## config.mk

```make
export PLATFORM = sky130hd
export DESIGN_NAME = mips_ctrl_multiciclo
export DESIGN_NICKNAME = d
export VERILOG_FILES = /design/src/rtl/mips_ctrl_multiciclo.sv
export SDC_FILE = /design/constraint.sdc
export NUM_CORES = 1
export LEC_CHECK = 0
export ABC_AREA = 0
export CORE_MARGIN = 2
export CORE_UTILIZATION = 45
export CTS_CLUSTER_SIZE = 16
export DETAILED_ROUTE_END_ITERATION = 8
export PLACE_DENSITY_LB_ADDON = 0.2
export SYNTH_ARGS = -nofsm -noshare
export SYNTH_HDL_FRONTEND = slang
export SYNTH_SLANG_ARGS = --single-unit
```

## constraint.sdc

```tcl
create_clock -name clk -period 2.35 [get_ports clk]
set_input_delay 0.47 -clock clk [delete_from_list [all_inputs] [get_ports clk]]
set_output_delay 0.47 -clock clk [all_outputs]
set_load 0.005 [all_outputs]
```

## src/rtl/mips_ctrl_multiciclo.sv

```systemverilog
// mips_ctrl_multiciclo: multi-cycle MIPS control FSM with retired counter and trap handling
//  clk, rst              : clock, synchronous active-high reset
//  run                   : permit a new fetch (looked at only in FETCH)
//  opcode, funct         : fields of the current instruction, latched in DECODE
//  cero, mem_ack         : ALU zero flag, data-memory completion
//  EscrPC .. EscrMem     : datapath selects and write enables
//  mem_req               : data-memory request, held in MEM
//  trap, trap_code       : sticky error flag and cause (01 illegal, 10 memory timeout)
//  retired               : count of completed instructions
module mips_ctrl_multiciclo #(
    parameter int CNT_W       = 32,
    parameter int MEM_TIMEOUT = 15
) (
    input  logic             clk,
    input  logic             rst,
    input  logic             run,
    input  logic [5:0]       opcode,
    input  logic [5:0]       funct,
    input  logic             cero,
    input  logic             mem_ack,
    output logic             EscrPC,
    output logic             RegDest,
    output logic             FuenteALU,
    output logic [2:0]       ALUOp,
    output logic             MemaReg,
    output logic             EscrReg,
    output logic             FuentePC,
    output logic             SaltoCond,
    output logic             SaltoIncond,
    output logic             LeerMem,
    output logic             EscrMem,
    output logic             mem_req,
    output logic             trap,
    output logic [1:0]       trap_code,
    output logic [CNT_W-1:0] retired
);
    localparam int CW = $clog2(MEM_TIMEOUT + 1);
    localparam logic [5:0] OP_R = 6'b000000, OP_LW = 6'b100011, OP_SW = 6'b101011;
    localparam logic [5:0] OP_BEQ = 6'b000100, OP_J = 6'b000010, OP_ADDI = 6'b001000;
    localparam logic [5:0] F_ADD = 6'b100000, F_SUB = 6'b100010, F_AND = 6'b100100;
    localparam logic [5:0] F_OR = 6'b100101, F_SLT = 6'b101010;

    typedef enum logic [2:0] {FETCH, DECODE, EXEC, MEM, WB, TRAP} state_t;
    state_t state, next;
    logic [5:0] op_q, fn_q;
    logic [CW-1:0] wait_cnt;
    logic legal, is_r, is_lw, is_sw, is_beq, is_j, is_addi, in_instr;
    logic [2:0] r_alu;

    always_comb begin
        legal = (opcode == OP_R && (funct == F_ADD || funct == F_SUB || funct == F_AND ||
                 funct == F_OR || funct == F_SLT)) || opcode == OP_LW || opcode == OP_SW ||
                opcode == OP_BEQ || opcode == OP_J || opcode == OP_ADDI;
        is_r    = op_q == OP_R;
        is_lw   = op_q == OP_LW;
        is_sw   = op_q == OP_SW;
        is_beq  = op_q == OP_BEQ;
        is_j    = op_q == OP_J;
        is_addi = op_q == OP_ADDI;
        r_alu   = fn_q == F_SUB ? 3'b001 : fn_q == F_AND ? 3'b010 :
                  fn_q == F_OR  ? 3'b011 : fn_q == F_SLT ? 3'b100 : 3'b000;
        // datapath selects stay valid from EXEC through write-back
        in_instr    = state == EXEC || state == MEM || state == WB;
        RegDest     = in_instr && is_r;
        FuenteALU   = in_instr && (is_lw || is_sw || is_addi);
        ALUOp       = !in_instr ? 3'b000 : is_beq ? 3'b001 : is_r ? r_alu : 3'b000;
        trap        = state == TRAP;
        next        = state;
        EscrPC      = 1'b0;
        MemaReg     = 1'b0;
        EscrReg     = 1'b0;
        FuentePC    = 1'b0;
        SaltoCond   = 1'b0;
        SaltoIncond = 1'b0;
        LeerMem     = 1'b0;
        EscrMem     = 1'b0;
        mem_req     = 1'b0;
        case (state)
            FETCH:  next = run ? DECODE : FETCH;
            DECODE: next = legal ? EXEC : TRAP;
            EXEC: begin
                SaltoCond   = is_beq;
                SaltoIncond = is_j;
                FuentePC    = is_beq && cero;
                EscrPC      = is_beq || is_j;
                next        = (is_beq || is_j) ? FETCH : (is_lw || is_sw) ? MEM : WB;
            end
            MEM: begin
                mem_req = 1'b1;
                LeerMem = is_lw;
                EscrMem = is_sw;
                EscrPC  = mem_ack && is_sw;
                next    = mem_ack ? (is_lw ? WB : FETCH) :
                          wait_cnt == CW'(MEM_TIMEOUT - 1) ? TRAP : MEM;
            end
            WB: begin
                EscrReg = 1'b1;
                MemaReg = is_lw;
                EscrPC  = 1'b1;
                next    = FETCH;
            end
            default: next = TRAP;
        endcase
        // a reset cycle must not commit anything, whatever state it interrupts
        if (rst) begin
            RegDest     = 1'b0;
            FuenteALU   = 1'b0;
            ALUOp       = 3'b000;
            EscrPC      = 1'b0;
            MemaReg     = 1'b0;
            EscrReg     = 1'b0;
            FuentePC    = 1'b0;
            SaltoCond   = 1'b0;
            SaltoIncond = 1'b0;
            LeerMem     = 1'b0;
            EscrMem     = 1'b0;
            mem_req     = 1'b0;
        end
    end

    always_ff @(posedge clk) begin
        if (rst) begin
            state     <= FETCH;
            op_q      <= '0;
            fn_q      <= '0;
            wait_cnt  <= '0;
            trap_code <= 2'b00;
            retired   <= '0;
        end else begin
            state    <= next;
            wait_cnt <= state == MEM ? wait_cnt + 1'b1 : '0;
            if (state == DECODE) begin
                op_q <= opcode;
                fn_q <= funct;
            end
            if (EscrPC) retired <= retired + 1'b1;
            if (next == TRAP && state != TRAP) trap_code <= state == DECODE ? 2'b01 : 2'b10;
        end
    end
endmodule

```

==> impl_results.md, run 1 <==
- Hold_ws: 459.1 ps
- IO Port Bufs: 65
- Synth unique cells: 54
- RePlAce Congestion: 0.8486
- Crit path cell chain: or4b_4, and2_4, nor4_4, nand2_1, o22ai_1, buf_2
- Post-synth ARST share: 0%
- Die area: 6940 µm²
- Vias in the first global route: 2,737
- Mapped cell area: 2830 µm²
- Worst-path maximum fanout: 4
- Die W: 83.31 µm
- Post-route DRC: 0
- TritonCTS Sinks: 53
- Sequential share of power: between 50% and 60%
- Flops & latches, synth: 53
- Post-synthesis adder-cell area fraction: under 10%
- Crit-path max cell delay: 520 ps
- Syn Nets: ~380
- Root buf cell: clkbuf_8
- Syn-to-layout area delta: 34.48%
- Area occupied by multi-input gates: 1685 µm²
- Kind of start point of the critical path: flop
- End of the worst register-to-register path: retired[13]
- HP Class: reg -> reg
- Crit-path slowest cell: or4b_4
- Warnings from Yosys: 0
- Synth area leader: dfxtp_1
- Fin area: 3806 µm²
- Worst-Margin Slew: 586.6 ps
- Comb pwr share: 14.2%
- Avg Inst Size Synth: around 8 µm²
- Synth top area share: a little under two fifths
- EDFF count, synth: 0
- WL met2: between 3 and 4 mm
- Synth Area in Simple Gates: 32.71%
- Drt via density: 5.726
- Crit path DAT: 1940 ps
- Min Tclk post-route: 2407 ps
- Area after DPL: 3699 µm²
- Deepest clock path buffer count: 2
- Metal3 WL: 333 µm
- Xor/xnor cell area share of the yosys netlist: 1.547%
- Compound-gate portion of the synthesized area: between 20% and 30%
- Worst r2r path cells: 7
- Worst-Skew Late Latency: 300 ps
- Hold Path Cell Cnt: 2
- Post-Place Worst Slack: -752.8 ps
- Avg WL per Cell: between 10 and 15 µm
- Final period utilization: 102.4%
- Failing checks: setup timing
- Final setup margin: -57.43 ps
- Layout Nets: between 400 and 500
- Post-DRT Antenna Nets: 0
- First-pass GRT wire length: 12.06 mm
- Clk pwr share: between 20% and 30%
- Pint: 1.243 mW
- N_diodes: 0
- Largest net degree at the start of global routing: 57
- Placed insts: 504
- Max transition margin: between 60% and 70%
- Final setup viols: 3
- Gate Count Post-Synth: 357
- Switching share of power: 25.57%
- Seq/Total Area, Yosys: a little under two fifths
- Total Wirelength: 7.121 mm
- Via count: 2,943
- Max rail drop VDD: 0.2309 mV
- Share of layout cells above drive strength 1: 15.26%
- Die Y: 83.31 µm
- Wl on met1: 3.209 mm
- GRT Total Usage: between 20% and 30%
- Final Max Slew Viols: 0
- Status: complete, but fails checks
- Hold_sp: fn_q[4]
- Power after layout: approximately 1.7 mW
- Post-route insts no fill: 514
- Placeable Area: 5991 µm²
- I/O pin count: 66
- Main combinational cell family by area after synthesis: simple AND/OR/NAND/NOR gates
- Max-Cap Viols: 0
- Fill cell count: about 540
- Final Hold Vio Count: 0
- Leak: 1.347 nW
- Min-Delay Endpoint: fn_q[4]
- First drt pass iteration count: 4
- H-tree Lvls: 2
- Initial DRC Count: around 150
- Pwr dens: 438.8 nW/µm²
- FF/Latch Area: between 1000 and 1500 µm²
- Commonest register cell after synthesis: dfxtp_1
- Unrepaired setup endpoints after global routing: yes
- Post-synthesis mux area share: 0.7073%
- Row Count: 28
- Sw Pwr: 0.4271 mW
- Starting Density: 47.24%
- Final setup skew: 11.63 ps
- Initial antenna violation count: 0
- Half-perimeter wire length after placement: ~5.2 mm
- Critical path type: reg -> out
- CTS Buf Count: 5
- CP Data Required Time: 1880 ps
- Worst setup EP type: output port
- Top post-synthesis cells by area: dfxtp_1, a21oi_1, nand2_1, o31ai_1, or4_1
- Clk slew on worst S/H paths: 90 ps
- Achievable clock frequency: approximately 420 MHz
- Grt ovf: 0
- Launching point of the worst reg2reg path: state[0]
- Flop-to-flop setup slack: roughly 80 ps
- Highest routed layer: met4
- CTS tree: yes
## critical path: cells and delay by family, from the launching register on
kind	cells	cell delay, ps
buf+inv	1	130
compound gates	1	110
simple gates	4	1040
flops	1	340
## power groups by stage
stage	Combinational [mW]	Sequential [mW]	Clock, mW
CTS	0.235	0.939	0.509
global route	0.262	0.943	0.539
floorplan	0.136	0.954	0
global placement	0.226	0.959	0
detailed placement	0.227	0.960	0
finish	0.238	0.939	0.494
## worst max path at each step
stage,startpoint,to,cells past startpoint
6_report,state[0],ALUOp[0],6
5_1_grt,state[0],ALUOp[2],5
4_1_cts,state[0],ALUOp[0],6
3_5_place_dp,rst,ALUOp[0],7
3_3_place_gp,rst,ALUOp[2],6
2_1_floorplan,rst,ALUOp[2],5
## synthesized netlist by cell type (3+ instances only)
library cell / n
nand3_1: 17
and2_1: 5
o21ai_0: 13
ha_1: 3
nand2_1: 46
o31ai_1: 15
nor3_1: 6
o41ai_1: 5
nand2b_1: 3
or2_2: 3
and3_1: 6
nor2_1: 17
xor2_1: 3
or4_1: 15
nand4_1: 9
dfxtp_1: 53
or3_1: 12
clkbuf_1: 15
nor2b_1: 4
a21oi_1: 46
inv_1: 14
## final cells by class
type | count | area share (%)
sequential | 53 | 27.97
multi-input combinational | 270 | 44.28
clock buffer | 8 | 2.104
inverter | 15 | 1.479
timing repair buffer | 93 | 21.70
tap | 75 | 2.465
## logic make-up after synthesis
| logic type | after synthesis |
|---|---|
| compound gates | 96 |
| buf+inv | 34 |
| simple gates | 164 |
| flops | 53 |
| mux | 2 |
| xor+xnor | 5 |
| fa+ha+maj | 3 |
## cells in the final DEF, fill, tap and decap left out, types with 3 or more instances in the layout
cell	count
dlygate4sd2_1	3
clkdlybuf4s50_1	51
nand2_1	45
nand4_1	9
a21oi_1	45
nor3_1	3
buf_4	25
nor2_1	17
nor2b_1	4
nand2b_1	3
o31ai_1	15
ha_1	3
o21ai_0	13
or4_1	15
and3_1	6
nand3_1	17
o41ai_1	5
or3_1	12
and2_1	4
xor2_1	3
buf_6	3
inv_1	13
buf_2	6
nor3_2	4
clkbuf_2	3
clkbuf_1	3
dfxtp_2	3
dfxtp_1	50
clkbuf_8	5
## flip-flops by register name (all words and copies together), names as in the netlist
| register | count |
|---|---|
| trap_code | 2 |
| wait_cnt | 4 |
| fn_q | 6 |
| retired | 32 |
| op_q | 6 |
| state | 3 |
## metrics by stage
step / util [%] / setup TNS (ps)
after global placement: 61.74 / -17150
after floorplan: - / 0
after CTS: 63.28 / -433.6
after global routing: 63.53 / -584.4
after detailed placement: 61.74 / -18610
final: 63.53 / -115.4
## layer usage
metal	global-route usage, %	vias to the layer above
met4	6.855	0
met3	4.274	7
met2	35.56	74
met5	0	-
met1	24.98	1378
li1	-	1484
## what timing repair did
action                                  4_1_cts  5_1_grt
hold endpoints to repair                      0        0
buffers inserted                              3        0
endpoints found under the setup margin       42       23
pin swaps                                    11       10
hold buffers                                  0        0
resized for setup                            43       13
Power figures use the tool's default switching activity.
==> run 2: changes to the inputs <==
PLACE_DENSITY = 0.75   (was not set)
PLACE_DENSITY_LB_ADDON = not set   (was 0.2)
REMOVE_ABC_BUFFERS = 1   (was not set)
==> run 2 against run 1 <==
Against the previous run: the run still ends with setup timing left; design area rose by 4.8%; sequential power is 0.5% higher; sequential share of layout area shrank 1.2 points; routed wire length grew 11%; non-clock buffer count increased by 8; global-route usage grew 1.6 points; clock skew shrank 4.6 ps; register-to-register slack worse by 50 ps; combinational power grew 7%; core utilization rose by 3.1 points; first-iteration DRC count up 3.4%; clock-buffer cell count down 2; largest cell class unchanged; largest power group unchanged.
==> impl_results.md, run 2 (synthesis results as in run 1) <==
- Max FFs per register: 32 (unchanged)
- Post-DRT Antenna Nets: 0 (unchanged)
- Post-Place Worst Slack: -802.5 ps (-49.69 ps)
- Critical path launch point: rst
- Final setup skew: 7.048 ps (-4.581 ps)
- Die area: 6940 µm² (unchanged)
- Max rail drop VDD: 0.2791 mV (+21%)
- N_diodes: 0 (unchanged)
- Pwr dens: 433.3 nW/µm² (-1.3%)
- Root buf cell: clkbuf_8
- Crit path DAT: 2030 ps (+90 ps)
- Worst-Skew Late Latency: 310 ps (about the same)
- Most common cell after layout, fill and taps aside: clkdlybuf4s50_1
- Vias in the first global route: 2,839 (+3.7%)
- Via count: 3,020 (+2.6%)
- First-pass GRT wire length: 12.92 mm (+7.1%)
- Hold_ws: 458.5 ps (-0.6380 ps)
- Syn-to-layout area delta: 40.98%
- Half-perimeter wire length after placement: 5.386 mm (+2.7%)
- CP Data Required Time: 1880 ps (about the same)
- Most frequent cells in the layout: clkdlybuf4s50_1, dfxtp_1, nand2_1
- HP Class: reg -> reg
- Die W: 83.31 µm (unchanged)
- Worst setup EP type: output port
- Worst-Margin Slew: 586.2 ps (-0.3747 ps)
- First drt pass iteration count: 5 (+1)
- Achievable clock frequency: 399.9 MHz (-3.7%)
- Post-route DRC: 0 (unchanged)
- Final setup margin: -150.5 ps (-93.10 ps)
- Status: complete, but fails checks
- Kind of start point of the critical path: input pin
- Share of layout cells above drive strength 1: 20.18% (+4.9 points)
- Final Hold Vio Count: 0 (unchanged)
- Launching point of the worst reg2reg path: state[1]
- Initial DRC Count: 150 (+3.4%)
- Unrepaired setup endpoints after global routing: yes
- Max transition margin: 60.80% (about the same)
- CTS Buf Count: 5 (unchanged)
- Grt ovf: 0 (unchanged)
- Total Wirelength: 7.884 mm (+11%)
- Critical path type: in -> out
- Largest regs: retired x32, fn_q x6, op_q x6
- Clk slew on worst S/H paths: 90 ps (about the same)
- Placeable Area: 5991 µm² (unchanged)
- GRT Total Usage: 22.03% (+1.6 points)
- Setup TNS: -423.1 ps (-307.6 ps)
- Min Tclk post-route: 2501 ps (+93.10 ps)
- Drt via density: 5.797 (+1.2%)
- Final Max Slew Viols: 0 (unchanged)
- Final period utilization: 106.4% (+4.0 points)
- Avg WL per Cell: 15.13 µm (+9.2%)
- Max-Cap Viols: 0 (unchanged)
- CTS tree: yes
- Leak: 1.390 nW (+3.2%)
- Largest net degree at the start of global routing: 57 (unchanged)
- Flop-to-flop setup slack: 30 ps (-50 ps)
- Power after layout: 1.729 mW (+3.5%)
- H-tree Lvls: 2 (unchanged)
- Top reg by flops: retired
- Final setup viols: 6 (+3)
- Initial antenna violation count: 0 (unchanged)
- Die Y: 83.31 µm (unchanged)
- Hold_sp: fn_q[4]
- I/O pin count: 66 (unchanged)
- Starting Density: 47.24% (unchanged)
- Failing checks: setup timing
- IO Port Bufs: 65 (unchanged)
- Row Count: 28 (unchanged)
- Worst-path maximum fanout: 4 (unchanged)
- Deepest clock path buffer count: 2 (unchanged)
- RePlAce Congestion: 0.9402 (+11%)
- Layout Nets: 466 (+1.7%)
- TritonCTS Sinks: 53 (unchanged)
## run 2: cell count changes in the layout (fill, tap and decap cells not counted), moves of 2 or more
cell | previous run | this run
buf_4 | 25 | 30
or3b_4 | 0 | 2
buf_6 | 3 | 5
or3b_2 | 2 | 0
or4_1 | 15 | 9
or4_4 | 0 | 6
nand2_2 | 0 | 2
a21oi_1 | 45 | 40
a21oi_2 | 2 | 7
buf_2 | 6 | 4
clkbuf_1 | 3 | 0
clkbuf_2 | 3 | 1
## run 2: worst max-delay path: stages
cell and delay [ps]:
clkdlybuf4s15_2 230, or4b_4 500, and2_4 170, nor4_4 120
buf_4 150, buf_6 100, and4b_1 190, buf_2 110
## run 2: layout make-up
cell class / instances / area, µm²
fill: 520 / 2001
timing repair buffer: 101 / 950.9
inverter: 15 / 56.30
multi-input combinational: 270 / 1730
clock buffer: 6 / 82.58
sequential: 53 / 1069
clock inverter: 1 / 7.507
tap: 75 / 93.84
## run 2: stage by stage
stage / utilization, % / cells / cell area [µm²]
floorplan: - / 338 / 2741
global placement: 61.82 / 507 / 3704
detailed placement: 61.82 / 507 / 3704
CTS: 64.12 / 517 / 3841
global route: 66.60 / 521 / 3990
finish: 66.60 / 521 / 3990
## run 2: where the power goes
part	internal, mW	switching [mW]	total (mW)
sequential	0.920	0.0242	0.944
combinational	0.120	0.134	0.254
clock	0.234	0.297	0.531
## run 2: path summary, 6_finish.rpt
check                                   to  cells after the start
worst max-delay path              ALUOp[2]                      8
worst min-delay path               fn_q[4]                      2
worst max register to register  retired[5]                      8
worst min register to register     fn_q[4]                      2
## run 2: what timing repair did
| action | 4_1_cts | 5_1_grt |
|---|---|---|
| pin swaps | 8 | 10 |
| buffers inserted | 3 | 4 |
| endpoints found under the setup margin | 41 | 25 |
| gates cloned | 0 | 1 |
| hold endpoints to repair | 0 | 0 |
| hold buffers | 0 | 0 |
| gates resized for setup | 49 | 32 |
## run 2: layer usage
| layer | share of wire [%] | global-route usage, % | vias up |
|---|---|---|---|
| li1 | - | - | 1500 |
| met1 | 45 | 27.67 | 1434 |
| met2 | 49 | 38.05 | 77 |
| met3 | 5.0 | 4.473 | 9 |
| met4 | 1.2 | 6.408 | 0 |
| met5 | 0 | 0 | - |
